--- config.mk ---
export PLATFORM = sky130hd
export DESIGN_NAME = rx_slicer_ber
export DESIGN_NICKNAME = d
export VERILOG_FILES = /design/src/rtl/rx_pkg.sv /design/src/rtl/rx_ref_delay_line.sv /design/src/rtl/rx_slicer_ber.sv
export SDC_FILE = /design/constraint.sdc
export NUM_CORES = 1
export LEC_CHECK = 0
export BUFFER_PORTS_ARGS = -buffer_cell sky130_fd_sc_hd__buf_2
export CORE_ASPECT_RATIO = 0.5
export CORE_UTILIZATION = 59
export DETAILED_ROUTE_END_ITERATION = 10
export PLACE_DENSITY = 0.8
export REMOVE_ABC_BUFFERS = 1
export SETUP_SLACK_MARGIN = 0.15
export SLEW_MARGIN = 25
export SYNTH_ARGS = -nofsm -noshare
export SYNTH_HDL_FRONTEND = slang
export SYNTH_SLANG_ARGS = --single-unit
--- constraint.sdc ---
create_clock -name clock -period 3.6 [get_ports clock]
set_input_delay 0.72 -clock clock [delete_from_list [all_inputs] [get_ports clock]]
set_output_delay 0.72 -clock clock [all_outputs]
set_load 0.01 [all_outputs]
--- src/rtl/rx_pkg.sv ---
// Shared definitions for the receive slicer / BER block: FSM encoding,
// parameter defaults and a width helper usable in constant expressions.
package rx_pkg;

    typedef enum logic {
        ST_SEARCH = 1'b0,
        ST_LOCKED = 1'b1
    } rx_state_t;

    localparam int NB_INPUT_DEF = 8;
    localparam int OS_DEF       = 4;
    localparam int MAX_DLY_DEF  = 64;
    localparam int WIN_DEF      = 511;
    localparam int NB_CNT_DEF   = 32;

    // Bits needed to hold 0..value-1; never less than 1 so port widths stay legal.
    function automatic int clog2(input int value);
        int r;
        int v;
        r = 0;
        v = value - 1;
        while (v > 0) begin
            r++;
            v = v >> 1;
        end
        return (r < 1) ? 1 : r;
    endfunction

endpackage

--- src/rtl/rx_ref_delay_line.sv ---
// Reference bit delay line: shifts on each reference strobe (newest at index 0)
// and exposes the bit at the selected candidate delay.
module rx_ref_delay_line
    import rx_pkg::*;
#(
    parameter int MAX_DLY = MAX_DLY_DEF
) (
    input  logic                       clock,
    input  logic                       i_reset,
    input  logic                       i_shift,
    input  logic                       i_bit,
    input  logic [clog2(MAX_DLY)-1:0]  i_sel,
    output logic                       o_bit
);

    logic [MAX_DLY-1:0] r_sr;

    always_ff @(posedge clock or negedge i_reset) begin
        if (!i_reset) begin
            r_sr <= '0;
        end else if (i_shift) begin
            r_sr <= {r_sr[MAX_DLY-2:0], i_bit};
        end
    end

    // Read sees the contents before any shift happening on this same edge.
    assign o_bit = r_sr[i_sel];

endmodule

--- src/rtl/rx_slicer_ber.sv ---
// Receive slicer with BER measurement: decimates the oversampled stream at a
// programmable phase, slices on sign, searches the reference delay and counts errors.
module rx_slicer_ber
    import rx_pkg::*;
#(
    parameter int NB_INPUT = NB_INPUT_DEF,
    parameter int OS       = OS_DEF,
    parameter int MAX_DLY  = MAX_DLY_DEF,
    parameter int WIN      = WIN_DEF,
    parameter int NB_CNT   = NB_CNT_DEF
) (
    input  logic                        clock,
    input  logic                        i_reset,
    input  logic                        i_enable,
    input  logic signed [NB_INPUT-1:0]  i_data,
    input  logic [clog2(OS)-1:0]        i_phase,
    input  logic                        i_ref_valid,
    input  logic                        i_ref_bit,
    input  logic                        i_resync,
    output logic                        o_bit,
    output logic                        o_bit_valid,
    output logic                        o_locked,
    output logic [clog2(MAX_DLY)-1:0]   o_delay,
    output logic [NB_CNT-1:0]           o_bit_count,
    output logic [NB_CNT-1:0]           o_err_count
);

    localparam int NB_PHASE = clog2(OS);
    localparam int NB_DLY   = clog2(MAX_DLY);
    localparam int NB_WIN   = clog2(WIN);

    localparam logic [NB_PHASE-1:0] PHASE_LAST = NB_PHASE'(OS - 1);
    localparam logic [NB_DLY-1:0]   DLY_LAST   = NB_DLY'(MAX_DLY - 1);
    localparam logic [NB_WIN-1:0]   WIN_LAST   = NB_WIN'(WIN - 1);

    function automatic logic slice_sign(input logic signed [NB_INPUT-1:0] s);
        return s[NB_INPUT-1];
    endfunction

    function automatic logic [NB_CNT-1:0] sat_inc(input logic [NB_CNT-1:0] v, input logic inc);
        return (inc && (v != '1)) ? v + 1'b1 : v;
    endfunction

    logic [NB_PHASE-1:0] r_phase_cnt;
    logic                w_slice;
    logic                r_bit_p1;
    logic                r_vld_p1;
    logic                w_ref_bit;
    logic                w_mis;

    rx_state_t           r_state,   w_state_nx;
    logic [NB_DLY-1:0]   r_dly,     w_dly_nx;
    logic [NB_WIN-1:0]   r_win_cnt, w_win_cnt_nx;
    logic                r_win_bad, w_win_bad_nx;
    logic [NB_CNT-1:0]   r_bit_cnt, w_bit_cnt_nx;
    logic [NB_CNT-1:0]   r_err_cnt, w_err_cnt_nx;

    always_ff @(posedge clock or negedge i_reset) begin
        if (!i_reset) begin
            r_phase_cnt <= '0;
        end else if (i_enable) begin
            r_phase_cnt <= (r_phase_cnt == PHASE_LAST) ? '0 : r_phase_cnt + 1'b1;
        end
    end

    assign w_slice = i_enable && (r_phase_cnt == i_phase);

    // ---- stage p0 -> p1: decimate and slice ----
    always_ff @(posedge clock or negedge i_reset) begin
        if (!i_reset) begin
            r_bit_p1 <= 1'b0;
            r_vld_p1 <= 1'b0;
        end else begin
            r_vld_p1 <= w_slice;
            if (w_slice) begin
                r_bit_p1 <= slice_sign(i_data);
            end
        end
    end

    rx_ref_delay_line #(
        .MAX_DLY (MAX_DLY)
    ) u_ref_dly (
        .clock   (clock),
        .i_reset (i_reset),
        .i_shift (i_ref_valid),
        .i_bit   (i_ref_bit),
        .i_sel   (r_dly),
        .o_bit   (w_ref_bit)
    );

    assign w_mis = r_bit_p1 ^ w_ref_bit;

    // ---- stage p1: compare against delayed reference, search / lock ----
    always_comb begin
        w_state_nx   = r_state;
        w_dly_nx     = r_dly;
        w_win_cnt_nx = r_win_cnt;
        w_win_bad_nx = r_win_bad;
        w_bit_cnt_nx = r_bit_cnt;
        w_err_cnt_nx = r_err_cnt;
        if (i_resync) begin
            w_state_nx   = ST_SEARCH;
            w_dly_nx     = '0;
            w_win_cnt_nx = '0;
            w_win_bad_nx = 1'b0;
            w_bit_cnt_nx = '0;
            w_err_cnt_nx = '0;
        end else if (r_vld_p1) begin
            case (r_state)
                ST_SEARCH: begin
                    if (r_win_cnt == WIN_LAST) begin
                        if (!(r_win_bad || w_mis)) begin
                            w_state_nx   = ST_LOCKED;
                            w_bit_cnt_nx = '0;
                            w_err_cnt_nx = '0;
                        end else begin
                            w_dly_nx = (r_dly == DLY_LAST) ? '0 : r_dly + 1'b1;
                        end
                        w_win_cnt_nx = '0;
                        w_win_bad_nx = 1'b0;
                    end else begin
                        w_win_cnt_nx = r_win_cnt + 1'b1;
                        w_win_bad_nx = r_win_bad | w_mis;
                    end
                end
                ST_LOCKED: begin
                    w_bit_cnt_nx = sat_inc(r_bit_cnt, 1'b1);
                    w_err_cnt_nx = sat_inc(r_err_cnt, w_mis);
                end
                default: w_state_nx = ST_SEARCH;
            endcase
        end
    end

    always_ff @(posedge clock or negedge i_reset) begin
        if (!i_reset) begin
            r_state   <= ST_SEARCH;
            r_dly     <= '0;
            r_win_cnt <= '0;
            r_win_bad <= 1'b0;
            r_bit_cnt <= '0;
            r_err_cnt <= '0;
        end else begin
            r_state   <= w_state_nx;
            r_dly     <= w_dly_nx;
            r_win_cnt <= w_win_cnt_nx;
            r_win_bad <= w_win_bad_nx;
            r_bit_cnt <= w_bit_cnt_nx;
            r_err_cnt <= w_err_cnt_nx;
        end
    end

    assign o_bit       = r_bit_p1;
    assign o_bit_valid = r_vld_p1;
    assign o_locked    = (r_state == ST_LOCKED);
    assign o_delay     = r_dly;
    assign o_bit_count = r_bit_cnt;
    assign o_err_count = r_err_cnt;

endmodule

Word level (Yosys, flattened, before mapping)

Index checks and enable logic that the tools add are counted.

Mux-type cells: 32
Reductions and logical operators: 10
Eq/ne operators: 11
Order comparisons: 1
Bitwise logic cells: 3
$add $sub $neg: 5

Operators with widths:

| cell                                               | number |
|---|---|
| two-way mux 32 bit                                 | 8 |
| case mux 32 bit (2 select lines)                   | 2 |
| adder 32 x 1 -> 32 bit, second input constant      | 2 |
| != test 32 bit, second input constant              | 2 |
| two-way mux 6 bit                                  | 6 |
| two-way mux 9 bit                                  | 4 |
| AND reduction 4 bit                                | 3 |
| two-way mux 1 bit                                  | 10 |
| adder 9 x 1 -> 9 bit, second input constant        | 1 |
| equality test 9 bit, second input constant         | 1 |
| < comparator 6 x 7 -> 1 bit, second input constant | 1 |
| adder 6 x 1 -> 6 bit, second input constant        | 1 |
| binary-select mux 1 bit (select 6 bit)             | 1 |
| equality test 6 bit, second input constant         | 1 |
| != test 3 x 2 -> 1 bit, second input constant      | 2 |
| != test 3 bit, second input constant               | 2 |
| nonzero test 2 bit                                 | 3 |
| adder 2 x 1 -> 2 bit, second input constant        | 1 |
| equality test 2 bit                                | 1 |
| equality test 2 bit, second input constant         | 1 |
| logical AND 1 bit                                  | 2 |
| two-way mux 2 bit                                  | 1 |
| != test 2 bit, second input constant               | 1 |
| AND reduction 2 bit                                | 1 |
| 4 further kinds                                    | 4 |

Register bits after elaboration: 149
Output and inout port bits: 73

Logic depth before layout (Yosys ltp)

Gate-level depths: netlist (run 1).

Depth after elaboration: 9
Depth in mapped cells: 13
Mapped depth without buffers: 10

Hierarchy

From an unflattened synthesis (run 1), not the netlist that was laid out.

Cell total of the unflattened synthesis: 769
Area, all modules: 8077.7 um^2

By module, submodules not included:

| module            | times used | area an instance (um^2) | cells each |
|---|---|---|---|
| rx_slicer_ber     | 1          | 5128.7                  | 572 |
| rx_ref_delay_line | 1          | 2949.1                  | 197 |

Worst setup path after synthesis (run 1)

Ideal clock, no wire load.

Path type: reg2reg
Start: register r_dly[0], in the netlist o_delay[0]
End: register r_dly[0], in the netlist o_delay[0]
Arrival: 2.713 ns
Stages on the path, launching flop included: 10
Setup slack: 0.763 ns
Buffers on the path: 2
Cells stage by stage: dfrtp_1 buf_6 buf_6 mux4_2 o211ai_1 o2111ai_2 nand3_1 nor4b_2 nand2b_1 mux2_2

Word-level cells in the longest chain between the ends: 7
Elaborated cells on any way between the ends: 14

Ends and longest elaborated chain:

| what                                                        | RTL line             | text |
|---|---|---|
| from (decl)                                                 | rx_slicer_ber.sv:52  | `logic [NB_DLY-1:0] r_dly, w_dly_nx;` |
| from (signal assigned)                                      | rx_slicer_ber.sv:146 | `r_dly <= w_dly_nx;` |
| adder 6 x 1 -> 6 bit or equality test 6 bit (tied branches) | rx_slicer_ber.sv:118 | `w_dly_nx = (r_dly == DLY_LAST) ? '0 : r_dly + 1'b1;` |
| two-way mux 6 bit                                           | rx_slicer_ber.sv:118 |  |
| two-way mux 6 bit                                           | rx_slicer_ber.sv:113 | `if (!(r_win_bad \|\| w_mis)) begin` |
| two-way mux 6 bit                                           | rx_slicer_ber.sv:112 | `if (r_win_cnt == WIN_LAST) begin` |
| two-way mux 6 bit                                           | rx_slicer_ber.sv:110 | `case (r_state)` |
| two-way mux 6 bit                                           | rx_slicer_ber.sv:109 | `end else if (r_vld_p1) begin` |
| two-way mux 6 bit                                           | rx_slicer_ber.sv:102 | `if (i_resync) begin` |

Several ways; a longest one is shown, not always the timed one. The select of a mux whose other input is x is not followed.
A chain may end at the register's enable or synchronous reset.

Final worst setup path (run 1)

Start: register r_dly[0], in the netlist o_delay[0]
End: register r_err_cnt[1], in the netlist o_err_count[1]

Word-level cells in the longest chain between the ends: 6
Elaborated cells on any way between the ends: 8

Ends and longest elaborated chain:

| what                                                                     | RTL line                                  | text |
|---|---|---|
| binary-select mux 1 bit (select 6 bit) *                                 | rx_ref_delay_line.sv:27                   | `assign o_bit = r_sr[i_sel];` |
| two-way mux 1 bit (implied by the code) *                                | rx_ref_delay_line.sv:27                   |  |
| XOR 1 bit *                                                              | rx_slicer_ber.sv:92                       | `assign w_mis = r_bit_p1 ^ w_ref_bit;` |
| logical AND 1 bit or logical OR 1 bit (tied branches)                    | rx_slicer_ber.sv:41, rx_slicer_ber.sv:113 |  |
| != test 3 x 2 -> 1 bit (no source line) or != test 3 bit (tied branches) | --                                        |  |
| AND reduction 4 bit (no source line) *                                   | --                                        |  |
| to (signal assigned)                                                     | rx_slicer_ber.sv:150                      | `r_err_cnt <= w_err_cnt_nx;` |
| to (decl)                                                                | rx_slicer_ber.sv:56                       | `logic [NB_CNT-1:0] r_err_cnt, w_err_cnt_nx;` |

Every way passes the cells marked *; elsewhere a longest branch is shown, timed or not. The select of a mux whose other input is x is not followed.

==> run metrics, run 1 <==
gr usage total 27.6%; final worst-path cycle share 91.6%; status finished, final reports clean; detailed-route via count 6250; grt ovf 0; GP Congestion 0.825; Slew Limit Headroom 47.0%; sequential element share of the synthesized area 48.4%; clk slew on worst S/H paths 0.07 ns; Diodes inserted 0; required time of the critical path 3.91 ns; Syn. warnings 0; Yosys cell types 55; CTS Buffer Depth 2; post-synth top area cell dfrtp_1; Net count, final 828; Initial Utilization 60.7%; slowest cell on the critical path mux4_2; Mapped Cells 731; Least-Margin Pin Slew 0.788 ns; fin util 70.3%; post-DP HPWL 11.2 mm; Max VDD drop 0.359 mV; H-tree Lvls 4; CTS Hold Buffers Added 0; Syn Area/Cell 10.5 um^2; CTS root buf clkbuf_16; met1 wire length 7.86 mm; Worst Skew 0.0103 ns; placed instance count 957; area share of the largest cell type after synthesis 48.4%; met3 WL post-DR 1.02 mm; count leader, synth dfrtp_1; Highest Clock Rate 303 MHz; crit end category register; IO buf count 81; maxcap violations 0; first-pass GRT wire length 29.6 mm; First DRT Iteration DRCs 810; CTS tree done; unrepaired setup endpoints after global routing false; Layout area overhead 15.8%; startpoint class of the critical path register; Post-synth top cells 149 x dfrtp_1, 69 x mux2_2, 57 x nand2_1; worst skew pair latency 0.42 ns; # rows 29; hold crit path type input pin to async pin; I/O pins 89; Synth Flop Type dfrtp_1; Met2 Wirelength 8.67 mm; Crit Path Max Fanout 29; final instance area 8920 um^2; R2R cell count 10; die height 82.8 um; Die X-Extent 164 um; Num CTS Buffers 17; drt total wl 17.9 mm; Post-synth ARST share 100%; CORE AREA 12700 um^2; vias in the first global route 5988; TritonRoute pass-1 iters 5; final setup fails 0; pwr dens 537 nW/um^2; DP Area 8290 um^2; P_leak 4.04 nW; max layer used met4; final cell count without fillers 989; max-slew violations 0; Crit path largest cell delay 0.53 ns; CP cell instances buf_12, mux4_2, mux2i_1, o22ai_1, nand4bb_2, a2111o_1, nand3_2, buf_4, a21boi_0, a31o_2; routed length per instance 18.1 um; WHS 0.303 ns; number of enable flip-flop cells after synthesis 0; initial antenna violation count 0; Syn Std Cell Area 7700 um^2; top post-synthesis cells by area dfrtp_1 48%, mux2_2 10%, nand2_1 2.8%; share of cells above drive strength 1 26.7%; critical setup path kind register to register; Final Critical Period 3.30 ns; clk sinks 149; DR vias/cell 6.32; largest net degree at the start of global routing 78; Die ar. 13500 um^2; number of remaining DRC errors 0; critical path arrival 3.61 ns; Routed Antenna Nets 0; Final Hold Fails 0; flops & latches, synth 149
[state kept, by name, indices dropped and copies added, names as in the netlist]
name            flops
u_ref_dly.r_sr     64
o_bit_count        32
o_err_count        32
r_win_cnt           9
o_delay             6
r_phase_cnt         2
o_bit               1
o_bit_valid         1
o_locked            1
r_win_bad           1
[kinds of logic after synthesis]
logic type,after synthesis,share of synthesized area (%)
xor+xnor,7,0.796
fa+ha+maj,6,0.974
compound gates,182,15.8
buf+inv,62,3.67
mux,98,15.3
flops,149,48.4
simple gates,227,15.0
[metal layers]
metal / vias up / global-route usage, %
met1: 3083 / 37.1
met3: 30 / 4.90
met5: - / 0
met4: 0 / 10.5
li1: 2921 / -
met2: 216 / 44.8
[worst paths after layout]
check	start	end	slack, ns
worst max-delay path	o_delay[0]	o_err_count[1]	0.30
worst min-delay path	i_reset	o_bit_count[4]	0.30
worst max register to register	o_delay[0]	o_err_count[1]	0.30
worst min register to register	r_win_cnt[2]	r_win_cnt[2]	0.52
max in group asynchronous	i_reset	o_err_count[21]	2.41
min in group clock	r_win_cnt[2]	r_win_cnt[2]	0.52
[metrics by stage]
step	setup WS [ns]	total power (W)	TNS, ns
floorplan	-0.286	0.00262	-8.57
global placement	0.349	0.00286	0
detailed placement	0.265	0.00291	0
CTS	0.208	0.00479	0
global route	0.176	0.00499	0
finish	0.303	0.00479	0
[critical path, delay by kind of cell, from the launching register on]
kind,cells,cell delay (ns)
compound gates,4,0.98
mux,2,0.80
buf+inv,2,0.51
simple gates,2,0.49
flops,1,0.38
[cells in the final DEF (no fill, tap or decap), drive strengths merged, types with 4 or more instances in the layout]
cell / n
mux2i: 20
nand2b: 5
buf: 97
mux4: 9
clkbuf: 19
nor2: 36
a21oi: 40
a211o: 5
a31oi: 33
a41oi: 24
clkinv: 4
inv: 24
ha: 6
dfrtp: 149
and2: 5
o31ai: 4
nor2b: 6
o21ai: 27
o211ai: 8
nand2: 57
o21a: 18
nor3: 17
nand4: 15
nand3: 37
mux2: 69
and3: 25
xnor2: 4
nor4: 10
a22oi: 7
o41ai: 4
[area by class of cell]
cell class	count	area, um^2
Inverter	21	78.8
Multi-Input combinational cell	520	3710
Timing Repair Buffer	97	569
Tap cell	170	213
Clock inverter	13	170
Fill cell	897	3780
Sequential cell	149	3730
Clock buffer	19	453
[power breakdown]
| part | internal [W] | switching (W) |
|---|---|---|
| Sequential | 0.00187 | 0.000185 |
| Clock | 0.00114 | 0.000745 |
| Combinational | 0.000431 | 0.000427 |
[repair_timing]
item,CTS,global route
endpoints found under the setup margin,0,14
endpoints found under the hold margin,0,0
setup buffers,0,0
gates resized for setup,0,3
Power figures use the tool's default switching activity.
==> inputs of run 2 (changes only) <==
Settings changed: CORE_UTILIZATION 59 to 63, PLACE_DENSITY 0.8 to 0.85.
Clock period 3.6 ns to 3.9 ns, I/O delays scaled along.
==> run metrics, run 2 (synthesized netlist as in run 1, its figures left out) <==
TritonRoute pass-1 iters 5; reg2reg start o_delay[1]; Die X-Extent 158 um; P_leak 3.98 nW; worst skew pair latency 0.43 ns; startpoint class of the critical path register; I/O pins 89; critical path arrival 3.71 ns; CTS root buf clkbuf_16; Final Critical Period 3.40 ns; largest net degree at the start of global routing 74; Net count, final 827; required time of the critical path 4.21 ns; CTS Hold Buffers Added 0; GP Congestion 0.838; hold crit path type input pin to async pin; Layout area overhead 14.3%; crit end category register; drt total wl 18.3 mm; Highest Clock Rate 294 MHz; commonest non-fill, non-tap cells in the layout 149 x dfrtp_1, 80 x buf_2, 69 x mux2_2; WHS 0.352 ns; maxcap violations 0; Final Hold Fails 0; DR vias/cell 6.49; critical setup path kind register to register; Largest Register u_ref_dly.r_sr; routed length per instance 18.6 um; final setup margin 0.497 ns; Num CTS Buffers 17; max-slew violations 0; CTS Buffer Depth 2; Diodes inserted 0; number of setup buffers added after CTS 0; CP startpoint o_delay[1]; final setup fails 0; Worst Skew 0.0121 ns; number of remaining DRC errors 0; post_cts resized 0; vias in the first global route 6121; status finished, final reports clean; Least-Margin Pin Slew 0.886 ns; clk slew on worst S/H paths 0.07 ns; initial antenna violation count 0; # rows 28; unrepaired setup endpoints after global routing false; First DRT Iteration DRCs 683; final worst-path cycle share 87.2%; setup slack at placement 0.607 ns; Routed Antenna Nets 0; share of cells above drive strength 1 26.4%; CORE AREA 11900 um^2; IO buf count 81; detailed-route via count 6379; Initial Utilization 64.9%; Crit Path Max Fanout 11; clk sinks 149; Max VDD drop 0.353 mV; grt ovf 0; Setup TNS 0 ns; CTS tree done; max reg flops 64; gr usage total 30.7%; die height 80.2 um; Die ar. 12700 um^2; pwr dens 484 nW/um^2; H-tree Lvls 4; first-pass GRT wire length 30.1 mm; commonest non-fill, non-tap cell in the layout dfrtp_1; post-DP HPWL 11.5 mm; power after layout 0.00426 W; Slew Limit Headroom 40.9%
[run 2: changes by cell type in the layout (fill, tap and decap cells not counted), moves of 2 or more]
cell and change:
clkinv_4 -2, bufinv_16 -3, inv_8 +4, buf_12 -2, clkbuf_8 -2, clkinvlp_4 +3
[run 2: final timing paths]
path,end,slack [ns],cells past startpoint
min,o_bit_count[4],0.35,1
max reg2reg,o_delay[0],0.50,9
min in group clock,r_win_cnt[2],0.51,1
max,o_delay[0],0.50,9
max in group asynchronous,o_bit_count[24],2.70,2
min reg2reg,r_win_cnt[2],0.51,1
[run 2: stage by stage]
stage / utilization, % / cell area [um^2] / std cells
2_1_floorplan: - / 7500 / 690
3_3_place_gp: 69.4 / 8250 / 951
3_5_place_dp: 69.4 / 8250 / 951
4_1_cts: 74.1 / 8810 / 983
5_1_grt: 74.1 / 8810 / 983
6_report: 74.1 / 8810 / 983
[run 2: critical path, cell delays in order, from the launching register on]
cell and delay (ns):
dfrtp_1 0.61, buf_4 0.27, mux4_2 0.32, mux2i_1 0.16, o22ai_1 0.14, nand4bb_1 0.39
nand3_1 0.20, nor4b_2 0.46, nand2b_1 0.34, mux2_2 0.38
[run 2: area by class of cell]
cell class              instances  area (um^2)
fillers                       797         3070
multi-input cells             520         3700
well taps                     165          206
clock buffers                  17          425
repair buffers                 96          537
inverters                      21         78.8
clock inverters                15          134
flip-flops and latches        149         3730
[run 2: where the power goes]
part	internal (W)	leakage, nW	total [W]	switching, W
combinational	0.000387	1.70	0.000769	0.000382
sequential	0.00172	2.02	0.00192	0.000193
clock	0.000838	0.257	0.00158	0.000737
[run 2: layer usage]
layer	up-vias	track usage [%]	wire length (um)
met3	31	6.21	992
li1	2931	-	-
met2	232	50.2	8980
met5	-	0	0
met1	3185	40.8	7990
met4	0	11.3	300
==> inputs of run 3 (changes only) <==
Settings changed: REMOVE_ABC_BUFFERS 1 to default.
==> run metrics, run 3 (synthesized netlist as in run 1, its figures left out) <==
status finished, final reports clean; clk sinks 149; Least-Margin Pin Slew 0.838 ns; IO buf count 81; vias in the first global route 5881; post-DP HPWL 11.3 mm; detailed-route via count 6358; clk slew on worst S/H paths 0.07 ns; Initial Utilization 64.9%; footprint of the multi-input gates 3700 um^2; Die X-Extent 158 um; met1 GRT Util 39.9%; CTS tree done; hold crit path type input pin to async pin; H-tree Lvls 4; pwr dens 502 nW/um^2; commonest non-fill, non-tap cells in the layout 148 x dfrtp_1, 80 x buf_2, 69 x mux2_2; CTS root buf clkbuf_16; Slew Limit Headroom 44.2%; die height 80.2 um; R2R cell count 10; Clk pwr share 39.8%; slowest cell on the critical path dfrtp_1; routed length per instance 18.2 um; critical path arrival 3.71 ns; GP Congestion 0.789; met3 Usage GRT 5.83%; Max VDD drop 0.315 mV; TritonRoute pass-1 iters 6; maxcap violations 0; CP cell instances buf_4, mux4_2, mux2i_1, o22ai_1, nand4bb_1, a2111o_1, nand3_2, o21a_1, buf_4, mux2i_1; largest net degree at the start of global routing 80; number of setup buffers added after CTS 0; first-pass GRT wire length 29.0 mm; worst skew pair latency 0.43 ns; placed instance count 951; CTS Hold Buffers Added 0; max-slew violations 0; part of the power in registers 43.0%; P_leak 4.03 nW; post_cts resized 0; Largest Register u_ref_dly.r_sr; startpoint class of the critical path register; flop2flop setup slack 0.54 ns; Int Power 0.00316 W; drt total wl 17.9 mm; Sw Ratio 29.1%; worst r2r dst o_bit_count[1]; Net Sw Power 0.00130 W; FF+latch area 3730 um^2; commonest non-fill, non-tap cell in the layout dfrtp_1; final cell count without fillers 983; CORE AREA 11900 um^2; unrepaired setup endpoints after global routing false; I/O pins 89; Crit path largest cell delay 0.57 ns; FILL cells 772; # rows 28; gr busiest metal met2; Final Critical Period 3.36 ns; Num CTS Buffers 17; final worst-path cycle share 86.2%; CTS Buffer Depth 2; syn nets 753; M2 GR Usage 46.4%; Top Family by Delay on Critical Path compound AO/OA/AOI/OAI gates; critical setup path kind register to register; DR vias/cell 6.47; share of cells above drive strength 1 26.5%; CP bufs+invs 2; Crit Path Max Fanout 25; Setup TNS 0 ns; Worst Skew 0.0112 ns; gr usage total 29.4%; reg2reg start o_delay[1]; initial antenna violation count 0; WHS 0.372 ns; grt ovf 0; Final Hold Fails 0; Layout area overhead 15.4%; Net count, final 827; final setup fails 0; crit end category register; Routed Antenna Nets 0; required time of the critical path 4.24 ns; First DRT Iteration DRCs 709; max reg flops 64; Die ar. 12700 um^2; Highest Clock Rate 298 MHz; number of remaining DRC errors 0; Logic pwr share 17.1%; Diodes inserted 0
[run 3: changes by cell type in the layout (fill, tap and decap cells not counted), sizes merged]
| cell | previous run | this run |
|---|---|---|
| clkinvlp | 6 | 1 |
| inv | 29 | 32 |
| clkinv | 1 | 0 |
| bufinv | 0 | 3 |
[run 3: power by group through the flow]
stage / logic [W] / clock network, W / registers, W
final: 0.000763 / 0.00178 / 0.00192
after global placement: 0.000719 / 0 / 0.00193
after CTS: 0.000769 / 0.00178 / 0.00192
after detailed placement: 0.000750 / 0 / 0.00194
after floorplan: 0.000595 / 0 / 0.00187
after global routing: 0.000833 / 0.00185 / 0.00195
[run 3: layout make-up]
cell class	instances	share of cell area, %
Inverter	21	0.887
Sequential cell	149	42.0
Clock buffer	17	4.79
Multi-Input combinational cell	520	41.6
Clock inverter	15	2.29
Timing Repair Buffer	96	6.18
Tap cell	165	2.32
[run 3: worst reg2reg max path, cell delays in order (launching register included)]
cell and delay [ns]:
dfrtp_1 0.57, buf_4 0.27, mux4_2 0.31, mux2i_1 0.23, o22ai_1 0.15, nand4bb_1 0.35, a2111o_1 0.50, nand3_2 0.20
o21a_1 0.17, buf_4 0.28, mux2i_1 0.25
[run 3: metrics by stage]
step / setup slack, ns / util (%) / cell area, um^2 / total power, W
finish: 0.539 / 74.9 / 8890 / 0.00446
global route: 0.346 / 74.9 / 8890 / 0.00463
CTS: 0.352 / 74.8 / 8890 / 0.00447
detailed placement: 0.443 / 69.5 / 8260 / 0.00269
global placement: 0.507 / 69.5 / 8260 / 0.00265
floorplan: 1.06 / - / 7700 / 0.00246
[run 3: worst max path at each step]
stage | start | end | slack (ns) | depth (start not counted)
3_5_place_dp | o_delay[0] | o_err_count[11] | 0.44 | 9
5_1_grt | o_delay[0] | o_bit_count[1] | 0.35 | 10
6_report | o_delay[1] | o_bit_count[1] | 0.54 | 10
2_1_floorplan | o_delay[0] | o_delay[0] | 1.06 | 9
3_3_place_gp | o_delay[0] | o_err_count[27] | 0.51 | 9
4_1_cts | o_delay[0] | o_bit_count[1] | 0.35 | 10
[run 3: per-layer routing]
metal / part of all wire, % / up-vias
li1: - / 2911
met4: 1.8 / 0
met2: 48 / 271
met3: 6.4 / 35
met5: 0 / -
met1: 44 / 3141
